--- config.mk ---
export PLATFORM = sky130hd
export DESIGN_NAME = nv_minmax_seq_reduce_flat
export DESIGN_NICKNAME = d
export VERILOG_FILES = /design/src/rtl/nv_minmax_pkg.sv /design/src/rtl/nv_minmax_seq_reduce_if.sv /design/src/rtl/DW_minmax.sv /design/src/rtl/nv_minmax_seq_reduce.sv /design/src/flat_wrapper.sv
export SDC_FILE = /design/constraint.sdc
export NUM_CORES = 1
export LEC_CHECK = 0
export BUFFER_PORTS_ARGS = -buffer_cell sky130_fd_sc_hd__buf_4
export CAP_MARGIN = 20
export CORE_MARGIN = 2
export CORE_UTILIZATION = 50
export DETAILED_ROUTE_END_ITERATION = 8
export PLACE_DENSITY_LB_ADDON = 0.2
export SKIP_CTS_REPAIR_TIMING = 1
export SYNTH_ARGS = -nofsm -noshare
export SYNTH_HDL_FRONTEND = slang
export SYNTH_SLANG_ARGS = --single-unit
--- constraint.sdc ---
create_clock -name nvdla_core_clk -period 12.1 [get_ports nvdla_core_clk]
set_input_delay 0.605 -clock nvdla_core_clk [delete_from_list [all_inputs] [get_ports nvdla_core_clk]]
set_output_delay 0.605 -clock nvdla_core_clk [all_outputs]
set_load 0.1 [all_outputs]
--- src/rtl/nv_minmax_pkg.sv ---
// Shared definitions for the min/max sequential reducer: mode encoding,
// FSM states and the flat-index width rule.
package nv_minmax_pkg;

  localparam logic MODE_MIN = 1'b0;
  localparam logic MODE_MAX = 1'b1;

  typedef enum logic {
    ST_ACC  = 1'b0,
    ST_HOLD = 1'b1
  } state_t;

  // Width needed to address every element of a full window (beats * lanes).
  function automatic int idx_width(input int beats, input int lanes);
    return (beats * lanes > 1) ? $clog2(beats * lanes) : 1;
  endfunction

endpackage

--- src/rtl/nv_minmax_seq_reduce_if.sv ---
// Beat input, configuration and result output of the min/max window reducer.
interface nv_minmax_seq_reduce_if #(
  parameter int WIDTH      = 8,
  parameter int NUM_INPUTS = 4,
  parameter int MAX_BEATS  = 16,
  parameter int BEAT_W     = $clog2(MAX_BEATS),
  parameter int IDX_W      = nv_minmax_pkg::idx_width(MAX_BEATS, NUM_INPUTS)
);

  logic                        cfg_min_max;
  logic [BEAT_W-1:0]           cfg_beats;
  logic                        in_pvld;
  logic                        in_prdy;
  logic [NUM_INPUTS*WIDTH-1:0] in_pd;
  logic                        out_pvld;
  logic                        out_prdy;
  logic [WIDTH-1:0]            out_value;
  logic [IDX_W-1:0]            out_index;

  modport master (
    output cfg_min_max, cfg_beats, in_pvld, in_pd, out_prdy,
    input  in_prdy, out_pvld, out_value, out_index
  );

  modport slave (
    input  cfg_min_max, cfg_beats, in_pvld, in_pd, out_prdy,
    output in_prdy, out_pvld, out_value, out_index
  );

endinterface

--- src/rtl/DW_minmax.sv ---
// Combinational lane reducer: returns the min or max of num_inputs elements
// and its lane. Max keeps the last occurrence of a tie, min keeps the first.
module DW_minmax #(
  parameter int width      = 8,
  parameter int num_inputs = 4,
  localparam int INDEX_W   = (num_inputs > 1) ? $clog2(num_inputs) : 1
) (
  input  logic [num_inputs*width-1:0] a,
  input  logic                        tc,
  input  logic                        min_max,
  output logic [width-1:0]            value,
  output logic [INDEX_W-1:0]          index
);

  function automatic logic less(input logic [width-1:0] x,
                                input logic [width-1:0] y,
                                input logic             tc_i);
    logic signed [width-1:0] sx;
    logic signed [width-1:0] sy;
    sx = x;
    sy = y;
    return tc_i ? (sx < sy) : (x < y);
  endfunction

  logic [width-1:0] elem;

  always_comb begin
    value = a[width-1:0];
    index = '0;
    elem  = '0;
    for (int i = 1; i < num_inputs; i++) begin
      elem = a[i*width +: width];
      if (min_max ? !less(elem, value, tc) : less(elem, value, tc)) begin
        value = elem;
        index = INDEX_W'(i);
      end
    end
  end

endmodule

--- src/rtl/nv_minmax_seq_reduce.sv ---
// Folds per-beat DW_minmax results over a window of cfg_beats+1 beats and
// presents the window extreme and its flat element index on a valid/ready port.
module nv_minmax_seq_reduce #(
  parameter int WIDTH      = 8,
  parameter int NUM_INPUTS = 4,
  parameter int MAX_BEATS  = 16
) (
  input  logic                  nvdla_core_clk,
  input  logic                  nvdla_core_rstn,
  nv_minmax_seq_reduce_if.slave bus
);

  import nv_minmax_pkg::*;

  localparam int BEAT_W = $clog2(MAX_BEATS);
  localparam int IDX_W  = idx_width(MAX_BEATS, NUM_INPUTS);
  localparam int LANE_W = $clog2(NUM_INPUTS);

  state_t            state;
  logic              first;
  logic [BEAT_W-1:0] beat_cnt;
  logic              mode_q;
  logic [BEAT_W-1:0] beats_q;
  logic [WIDTH-1:0]  acc_val;
  logic [IDX_W-1:0]  acc_idx;
  logic              out_pvld_q;
  logic [WIDTH-1:0]  out_value_q;
  logic [IDX_W-1:0]  out_index_q;

  logic              mode_eff;
  logic [BEAT_W-1:0] beats_eff;
  logic [WIDTH-1:0]  bval;
  logic [LANE_W-1:0] blane;
  logic [IDX_W-1:0]  cand_idx;
  logic              take;
  logic              accept;
  logic              last_beat;
  logic [WIDTH-1:0]  nxt_val;
  logic [IDX_W-1:0]  nxt_idx;

  DW_minmax #(
    .width      (WIDTH),
    .num_inputs (NUM_INPUTS)
  ) u_lane_minmax (
    .a       (bus.in_pd),
    .tc      (1'b0),
    .min_max (mode_eff),
    .value   (bval),
    .index   (blane)
  );

  // On a window's first beat the live cfg drives the reduction, later beats use the latched copy.
  always_comb begin
    mode_eff  = first ? bus.cfg_min_max : mode_q;
    beats_eff = first ? bus.cfg_beats   : beats_q;
    accept    = bus.in_pvld && (state == ST_ACC);
    cand_idx  = IDX_W'(beat_cnt) * IDX_W'(NUM_INPUTS) + IDX_W'(blane);
    take      = first || ((mode_eff == MODE_MAX) ? (bval >= acc_val) : (bval < acc_val));
    nxt_val   = take ? bval     : acc_val;
    nxt_idx   = take ? cand_idx : acc_idx;
    last_beat = (beat_cnt == beats_eff);
  end

  always_ff @(posedge nvdla_core_clk or negedge nvdla_core_rstn) begin
    if (!nvdla_core_rstn) begin
      state       <= ST_ACC;
      first       <= 1'b1;
      beat_cnt    <= '0;
      mode_q      <= MODE_MIN;
      beats_q     <= '0;
      acc_val     <= '0;
      acc_idx     <= '0;
      out_pvld_q  <= 1'b0;
      out_value_q <= '0;
      out_index_q <= '0;
    end else begin
      case (state)
        ST_ACC: begin
          if (accept) begin
            if (first) begin
              mode_q  <= bus.cfg_min_max;
              beats_q <= bus.cfg_beats;
            end
            acc_val <= nxt_val;
            acc_idx <= nxt_idx;
            if (last_beat) begin
              out_value_q <= nxt_val;
              out_index_q <= nxt_idx;
              out_pvld_q  <= 1'b1;
              state       <= ST_HOLD;
              beat_cnt    <= '0;
              first       <= 1'b1;
            end else begin
              beat_cnt <= beat_cnt + 1'b1;
              first    <= 1'b0;
            end
          end
        end
        ST_HOLD: begin
          if (bus.out_prdy) begin
            out_pvld_q <= 1'b0;
            state      <= ST_ACC;
          end
        end
        default: state <= ST_ACC;
      endcase
    end
  end

  assign bus.in_prdy   = (state == ST_ACC);
  assign bus.out_pvld  = out_pvld_q;
  assign bus.out_value = out_value_q;
  assign bus.out_index = out_index_q;

endmodule

--- src/flat_wrapper.sv ---
// flat-port wrapper written by rule: the top's interface ports become plain ports
module nv_minmax_seq_reduce_flat import nv_minmax_pkg::*;
#(
  parameter int WIDTH      = 8,
  parameter int NUM_INPUTS = 4,
  parameter int MAX_BEATS  = 16
)
  (nvdla_core_clk, nvdla_core_rstn, bus_cfg_min_max, bus_cfg_beats, bus_in_pvld, bus_in_pd, bus_out_prdy, bus_in_prdy, bus_out_pvld, bus_out_value, bus_out_index);
  nv_minmax_seq_reduce_if #(.WIDTH(WIDTH), .NUM_INPUTS(NUM_INPUTS), .MAX_BEATS(MAX_BEATS)) bus_i ();
  input  logic nvdla_core_clk;
  input  logic nvdla_core_rstn;
  input wire logic [$bits(bus_i.cfg_min_max)-1:0] bus_cfg_min_max;
  input wire logic [$bits(bus_i.cfg_beats)-1:0] bus_cfg_beats;
  input wire logic [$bits(bus_i.in_pvld)-1:0] bus_in_pvld;
  input wire logic [$bits(bus_i.in_pd)-1:0] bus_in_pd;
  input wire logic [$bits(bus_i.out_prdy)-1:0] bus_out_prdy;
  output wire logic [$bits(bus_i.in_prdy)-1:0] bus_in_prdy;
  output wire logic [$bits(bus_i.out_pvld)-1:0] bus_out_pvld;
  output wire logic [$bits(bus_i.out_value)-1:0] bus_out_value;
  output wire logic [$bits(bus_i.out_index)-1:0] bus_out_index;
  assign bus_i.cfg_min_max = bus_cfg_min_max;
  assign bus_i.cfg_beats = bus_cfg_beats;
  assign bus_i.in_pvld = bus_in_pvld;
  assign bus_i.in_pd = bus_in_pd;
  assign bus_i.out_prdy = bus_out_prdy;
  assign bus_in_prdy = bus_i.in_prdy;
  assign bus_out_pvld = bus_i.out_pvld;
  assign bus_out_value = bus_i.out_value;
  assign bus_out_index = bus_i.out_index;
  nv_minmax_seq_reduce #(.WIDTH(WIDTH), .NUM_INPUTS(NUM_INPUTS), .MAX_BEATS(MAX_BEATS)) u_core (.nvdla_core_clk(nvdla_core_clk), .nvdla_core_rstn(nvdla_core_rstn), .bus(bus_i));
endmodule
Word-level counts from Yosys, hierarchy flattened
Cells that the tools add are included.

$add $sub $neg: 2. Multipliers: 0. Div/mod/pow operators: 0. Order comparisons: 5. Equality and inequality tests: 4. Shifts and indexed selects: 0. Muxes and demuxes: 23. Bitwise gates (word level): 1. Reduce and logical (&&, ||, !) cells: 8.

Operators with widths (number): $lt 8x8->1 (4); $mux 8 (4); $mux 1 (12); $ge 8x8->1 (1); $mux 4 (2); $add 6x2->6 (1); $mux 6 (1); $reduce_and 3->1 (2); $add 4x1->4 const B (1); $eq 4x4->1 (1); $mux 2 (2); $ne 2x1->1 const B (2); $pmux 1 s2 (2); $logic_not 1->1 (3); $ne 2x2->1 const B (1); $reduce_and 2->1 (1); $logic_and 1x1->1 (1); $logic_or 1x1->1 (1); $not 1->1 (1).

Flip-flop bits (word level): 40. Latch bits: 0. Memory bits (writable): 0. Bits in read-only memories: 0. Input bits: 41. Output and inout port bits: 16. Logic and storage cells: 53. Memories: 0.

Logic depth before layout (Yosys ltp)
Depth after elaboration: 16. Mapped depth: 43. Mapped depth without buffers: 41.

Hierarchy
From an unflattened synthesis, not the netlist that was laid out.

Cell total of the unflattened synthesis: 337. Area, all modules: 3238.1 um2.

By module, submodules not included: nv_minmax_seq_reduce (instances 1, cells an instance 187, area each 2175.8 um2, sequential area each 1002.2 um2); DW_minmax (instances 1, cells an instance 150, area each 1062.3 um2, sequential area each 0.0 um2).

Worst setup path after synthesis
OpenSTA, ideal clock, no wires.

Path type: in2reg. From: input port bus_in_pd[2]. To: register u_core.out_index_q[2] (netlist: u_core.bus.out_index[2]). Library setup time: 0.132 ns. Arrival time: 8.071 ns. Required time: 11.968 ns. Path slack: 3.897 ns. Stages: 42. Buffers on the path: 3. Path through: inv_1 -> ha_1 -> o21a_1 -> nor2_1 -> o41ai_2 -> xor2_2 -> clkbuf_1 -> nor2_1 -> a21oi_1 -> ha_1 -> a21o_1 -> a21o_1 -> a21o_1 -> or3_1 -> or3_1 -> nand3_2 -> buf_1 -> nor2_1 -> (+6 left out) -> nand2_1 -> a21oi_1 -> xnor2_1 -> inv_1 -> mux2i_4 -> mux2i_1 -> inv_1 -> ha_1 -> nor2b_1 -> o21ai_0 -> nand2b_1 -> a21oi_1 -> o21ai_1 -> mux2_2 -> nor2_1 -> clkbuf_1 -> mux2i_1 -> o21ai_1.

Longest elaborated chain between the ends: 16. Elaborated cells between the ends (all ways): 21. Classes of those cells: add/sub: 1; order compare: 5; mux: 11; reduce/logical: 4.

Ends and longest elaborated chain: from (decl) (RTL line flat_wrapper.sv:15) `input wire logic [$bits(bus_i.in_pd)-1:0] bus_in_pd;`; $lt 8x8->1 (RTL line DW_minmax.sv:22) `return tc_i ? (sx < sy) : (x < y);`; $logic_not 1->1 (RTL line DW_minmax.sv:33) `if (min_max ? !less(elem, value, tc) : less(elem, value, tc)) begin`; $mux 1 (RTL line DW_minmax.sv:33); $mux 8 (RTL line DW_minmax.sv:33); $lt 8x8->1 (RTL line DW_minmax.sv:22); $logic_not 1->1 (RTL line DW_minmax.sv:33); $mux 1 (RTL line DW_minmax.sv:33); $mux 8 (RTL line DW_minmax.sv:33); $lt 8x8->1 (RTL line DW_minmax.sv:22); $logic_not 1->1 (RTL line DW_minmax.sv:33); $mux 1 (RTL line DW_minmax.sv:33); $mux 8 (RTL line DW_minmax.sv:33); $lt 8x8->1 / $ge 8x8->1 (equally long branches) (RTL line nv_minmax_seq_reduce.sv:58) `take = first || ((mode_eff == MODE_MAX) ? (bval >= acc_val) : (bval < acc_val));`; $mux 1 (RTL line nv_minmax_seq_reduce.sv:58); $logic_or 1x1->1 (RTL line nv_minmax_seq_reduce.sv:58); $mux 6 (*) (RTL line nv_minmax_seq_reduce.sv:60) `nxt_idx = take ? cand_idx : acc_idx;`; to (signal assigned) (RTL line nv_minmax_seq_reduce.sv:88) `out_index_q <= nxt_idx;`; to (decl) (RTL line nv_minmax_seq_reduce.sv:28) `logic [IDX_W-1:0] out_index_q;`.

Every way passes the cells marked *; elsewhere a longest branch is shown, timed or not. A chain may end at the register's enable or synchronous reset.

Final worst setup path
From: input port bus_in_pd[2]. To: register u_core.acc_idx[5].

Longest elaborated chain between the ends: 16. Elaborated cells between the ends (all ways): 21. Classes of those cells: add/sub: 1; order compare: 5; mux: 11; reduce/logical: 4.

Ends and longest elaborated chain: $lt 8x8->1 (RTL line DW_minmax.sv:22); $logic_not 1->1 (RTL line DW_minmax.sv:33); $mux 1 (RTL line DW_minmax.sv:33); $mux 8 (RTL line DW_minmax.sv:33); $lt 8x8->1 (RTL line DW_minmax.sv:22); $logic_not 1->1 (RTL line DW_minmax.sv:33); $mux 1 (RTL line DW_minmax.sv:33); $mux 8 (RTL line DW_minmax.sv:33); $lt 8x8->1 (RTL line DW_minmax.sv:22); $logic_not 1->1 (RTL line DW_minmax.sv:33); $mux 1 (RTL line DW_minmax.sv:33); $mux 8 (RTL line DW_minmax.sv:33); $lt 8x8->1 / $ge 8x8->1 (equally long branches) (RTL line nv_minmax_seq_reduce.sv:58); $mux 1 (RTL line nv_minmax_seq_reduce.sv:58); $logic_or 1x1->1 (RTL line nv_minmax_seq_reduce.sv:58); $mux 6 (*) (RTL line nv_minmax_seq_reduce.sv:60); to (signal assigned) (RTL line nv_minmax_seq_reduce.sv:85) `acc_idx <= nxt_idx;`; to (decl) (RTL line nv_minmax_seq_reduce.sv:25) `logic [IDX_W-1:0] acc_idx;`.

Marked as above.

==> results.txt <==
status -> completed
Mapped Nets -> 393
H-tree depth -> 2
Highest Signal Layer -> met4
Layout fillers -> 525
Crit path buffers/inverters -> 6
CTS Sinks -> 40
die area -> 6370 um^2
CP Launch Type -> input pin
initial antenna violation count -> 0
IO Port Bufs -> 56
number of iterations in the first detailed-routing pass -> 4
Worst slew margin -> 0.419
Worst-path clk slew -> 0.08 ns
delay-heaviest family, CP -> compound AO/OA/AOI/OAI gates
crit-path max cell delay -> 0.69 ns
critical path capture point type -> register
P&R area growth vs syn -> 20.2%
synth unique cells -> 41
FF+latch count, synth -> 40
Vias/cell -> 5.34
Synth area leader -> dfrtp_1
worst hold path class -> input pin to async pin
later-pin clock latency in the skew report -> 0.29 ns
area of the multi-input gates -> 1720 um^2
ys flop type -> dfrtp_1
RSZ-0062 raised after global routing -> no
final critical-path share of the clock period -> 0.702
DRC marker count from the first detailed-route iteration -> 117
IO Count -> 57
first-pass GRT wire length -> 10,700 um
vias in the first global route -> 2,331
Final Hold Vio Count -> 0
number of flops mapped to enable cells by yosys -> 0
post-route ant nets -> 0
final wirelength -> 6190 um
clock root cell -> clkbuf_8
Sum Neg Setup Slack -> 0 ns
largest net degree at the start of global routing -> 41
num rows -> 27
core area -> 5540 um^2
asr flop ratio synth -> 1.00
GP Congestion -> 0.815
Slew Viols, Final -> 0
post-layout min period -> 8.50 ns
Mean Syn Cell Area -> 8.87 um^2
synth warn -> 0
sequential fraction of the synthesis area -> 0.349
Max-Cap Viols -> 0
Post-Layout Inst Area -> 3450 um^2
metal2 WL -> 2870 um
aggregate global-route resource usage -> 0.210
cell count after synthesis -> 324
Crit Path Max Fanout -> 22
detailed-route via count -> 2,417
Detailed Place HPWL -> 4890 um
post-synth top area share -> 0.340
Die X -> 79.8 um
Synth area leaders -> dfrtp_1 (34%), ha_1 (12%), mux2i_1 (7.0%)
Worst Path Arrival -> 8.67 ns
synthesized cell area -> 2870 um^2
antenna cells -> 0
fin cells -> 453
WL met1 -> 2940 um
clock skew -> 0.00968 ns
WS Path Type -> input pin to register
Fmax -> 0.118 GHz
WL per Instance -> 13.7 um
Die Y-Extent -> 79.8 um
CTS Buffer Depth -> 2
CTS tree -> built
Num CTS Buffers -> 5
total gr overflow -> 0
met3 wire length -> 322 um
flip-flop and latch area -> 1000 um^2
share of layout cells above drive strength 1 -> 0.220
Final setup viols -> 0
CP max stage cell -> xor2_2
DRC Markers -> 0
Worst-Margin Slew -> 0.869 ns
Placed Area -> 3360 um^2
placed cell count -> 444
WP data required -> 12.28 ns
nets@finish -> 449
Initial Util -> 0.519
[per-stage QoR]
stage               hold slack, ns  utilization  setup slack (ns)
floorplan                    0.309            -              3.90
global placement             0.460        0.606              3.14
detailed placement           0.467        0.606              2.91
CTS                          0.296        0.621              3.22
global route                 0.314        0.623              2.78
finish                       0.275        0.623              3.60
[synthesized netlist by cell type (all sizes together), types with 2 or more instances]
library cell,n
dfrtp,39
o21ai,36
nand2,34
inv,31
ha,28
nor2,26
a21oi,24
mux2i,22
mux2,13
a22oi,7
clkbuf,7
nand2b,7
nor2b,6
xnor2,6
a21o,5
nand3,4
nand4,3
and2,2
and3,2
buf,2
maj3,2
nor3,2
o21a,2
or3,2
[routing by layer]
| metal | up-vias | track usage |
|---|---|---|
| met5 | - | 0 |
| met1 | 1107 | 0.289 |
| met4 | 0 | 0.0576 |
| met2 | 65 | 0.341 |
| li1 | 1239 | - |
| met3 | 6 | 0.0362 |
[state kept, by name, indices dropped and copies added, names as in the netlist]
signal and count:
u_core.beat_cnt 4, u_core.beats_q 4, u_core.first 1, u_core.acc_idx 6, u_core.acc_val 8, u_core.bus.out_value 8
u_core.bus.out_pvld 1, u_core.bus.out_index 6, u_core.mode_q 1, u_core.state 1
[placed cells by master, fill, tap and decap left out, types with 2 or more instances in the layout]
cell | netlist | layout
a21o_1 | 5 | 5
a21oi_1 | 24 | 24
a22oi_1 | 7 | 7
and2_1 | 2 | 2
and3_1 | 2 | 2
buf_4 | 0 | 57
clkbuf_8 | 0 | 5
dfrtp_1 | 39 | 39
ha_1 | 28 | 28
inv_1 | 31 | 31
maj3_1 | 2 | 2
mux2_2 | 12 | 12
mux2i_1 | 20 | 20
nand2_1 | 34 | 34
nand2b_1 | 7 | 7
nand3_1 | 3 | 3
nand4_1 | 3 | 3
nor2_1 | 26 | 26
nor2b_1 | 6 | 6
nor3_1 | 2 | 2
o21a_1 | 2 | 2
o21ai_0 | 11 | 11
o21ai_1 | 25 | 25
or3_1 | 2 | 2
xnor2_1 | 6 | 6
[logic make-up after synthesis]
kind of cell / share of synthesized area
adder cells (fa/ha/maj): 0.129
AND/OR/NAND/NOR: 0.144
buffers and inverters: 0.0523
multiplexers: 0.133
flip-flops: 0.349
XOR/XNOR: 0.0240
AO/OA/AOI/OAI: 0.169
[area by class of cell]
class                           instances  area share
Multi-Input combinational cell        244       0.498
Clock inverter                          2     0.00362
Timing Repair Buffer                   58       0.127
Clock buffer                            6      0.0210
Sequential cell                        40       0.290
Tap cell                               72      0.0261
Inverter                               31      0.0337
[final timing paths]
kind	cells past startpoint	startpoint	slack, ns	endpoint
setup / recovery	39	bus_in_pd[2]	3.60	u_core.acc_idx[5]
hold / removal	1	nvdla_core_rstn	0.28	u_core.bus.out_value[5]
setup reg to reg	34	u_core.first	3.64	u_core.acc_idx[5]
hold reg to reg	2	u_core.bus.out_pvld	0.48	u_core.bus.out_pvld
max in group asynchronous	1	nvdla_core_rstn	11.45	u_core.first
min in group nvdla_core_clk	2	u_core.bus.out_pvld	0.48	u_core.bus.out_pvld
Power is left out: the tool's default activity adds up to more than one toggle a clock period on the data nets, which glitch-free logic cannot reach.
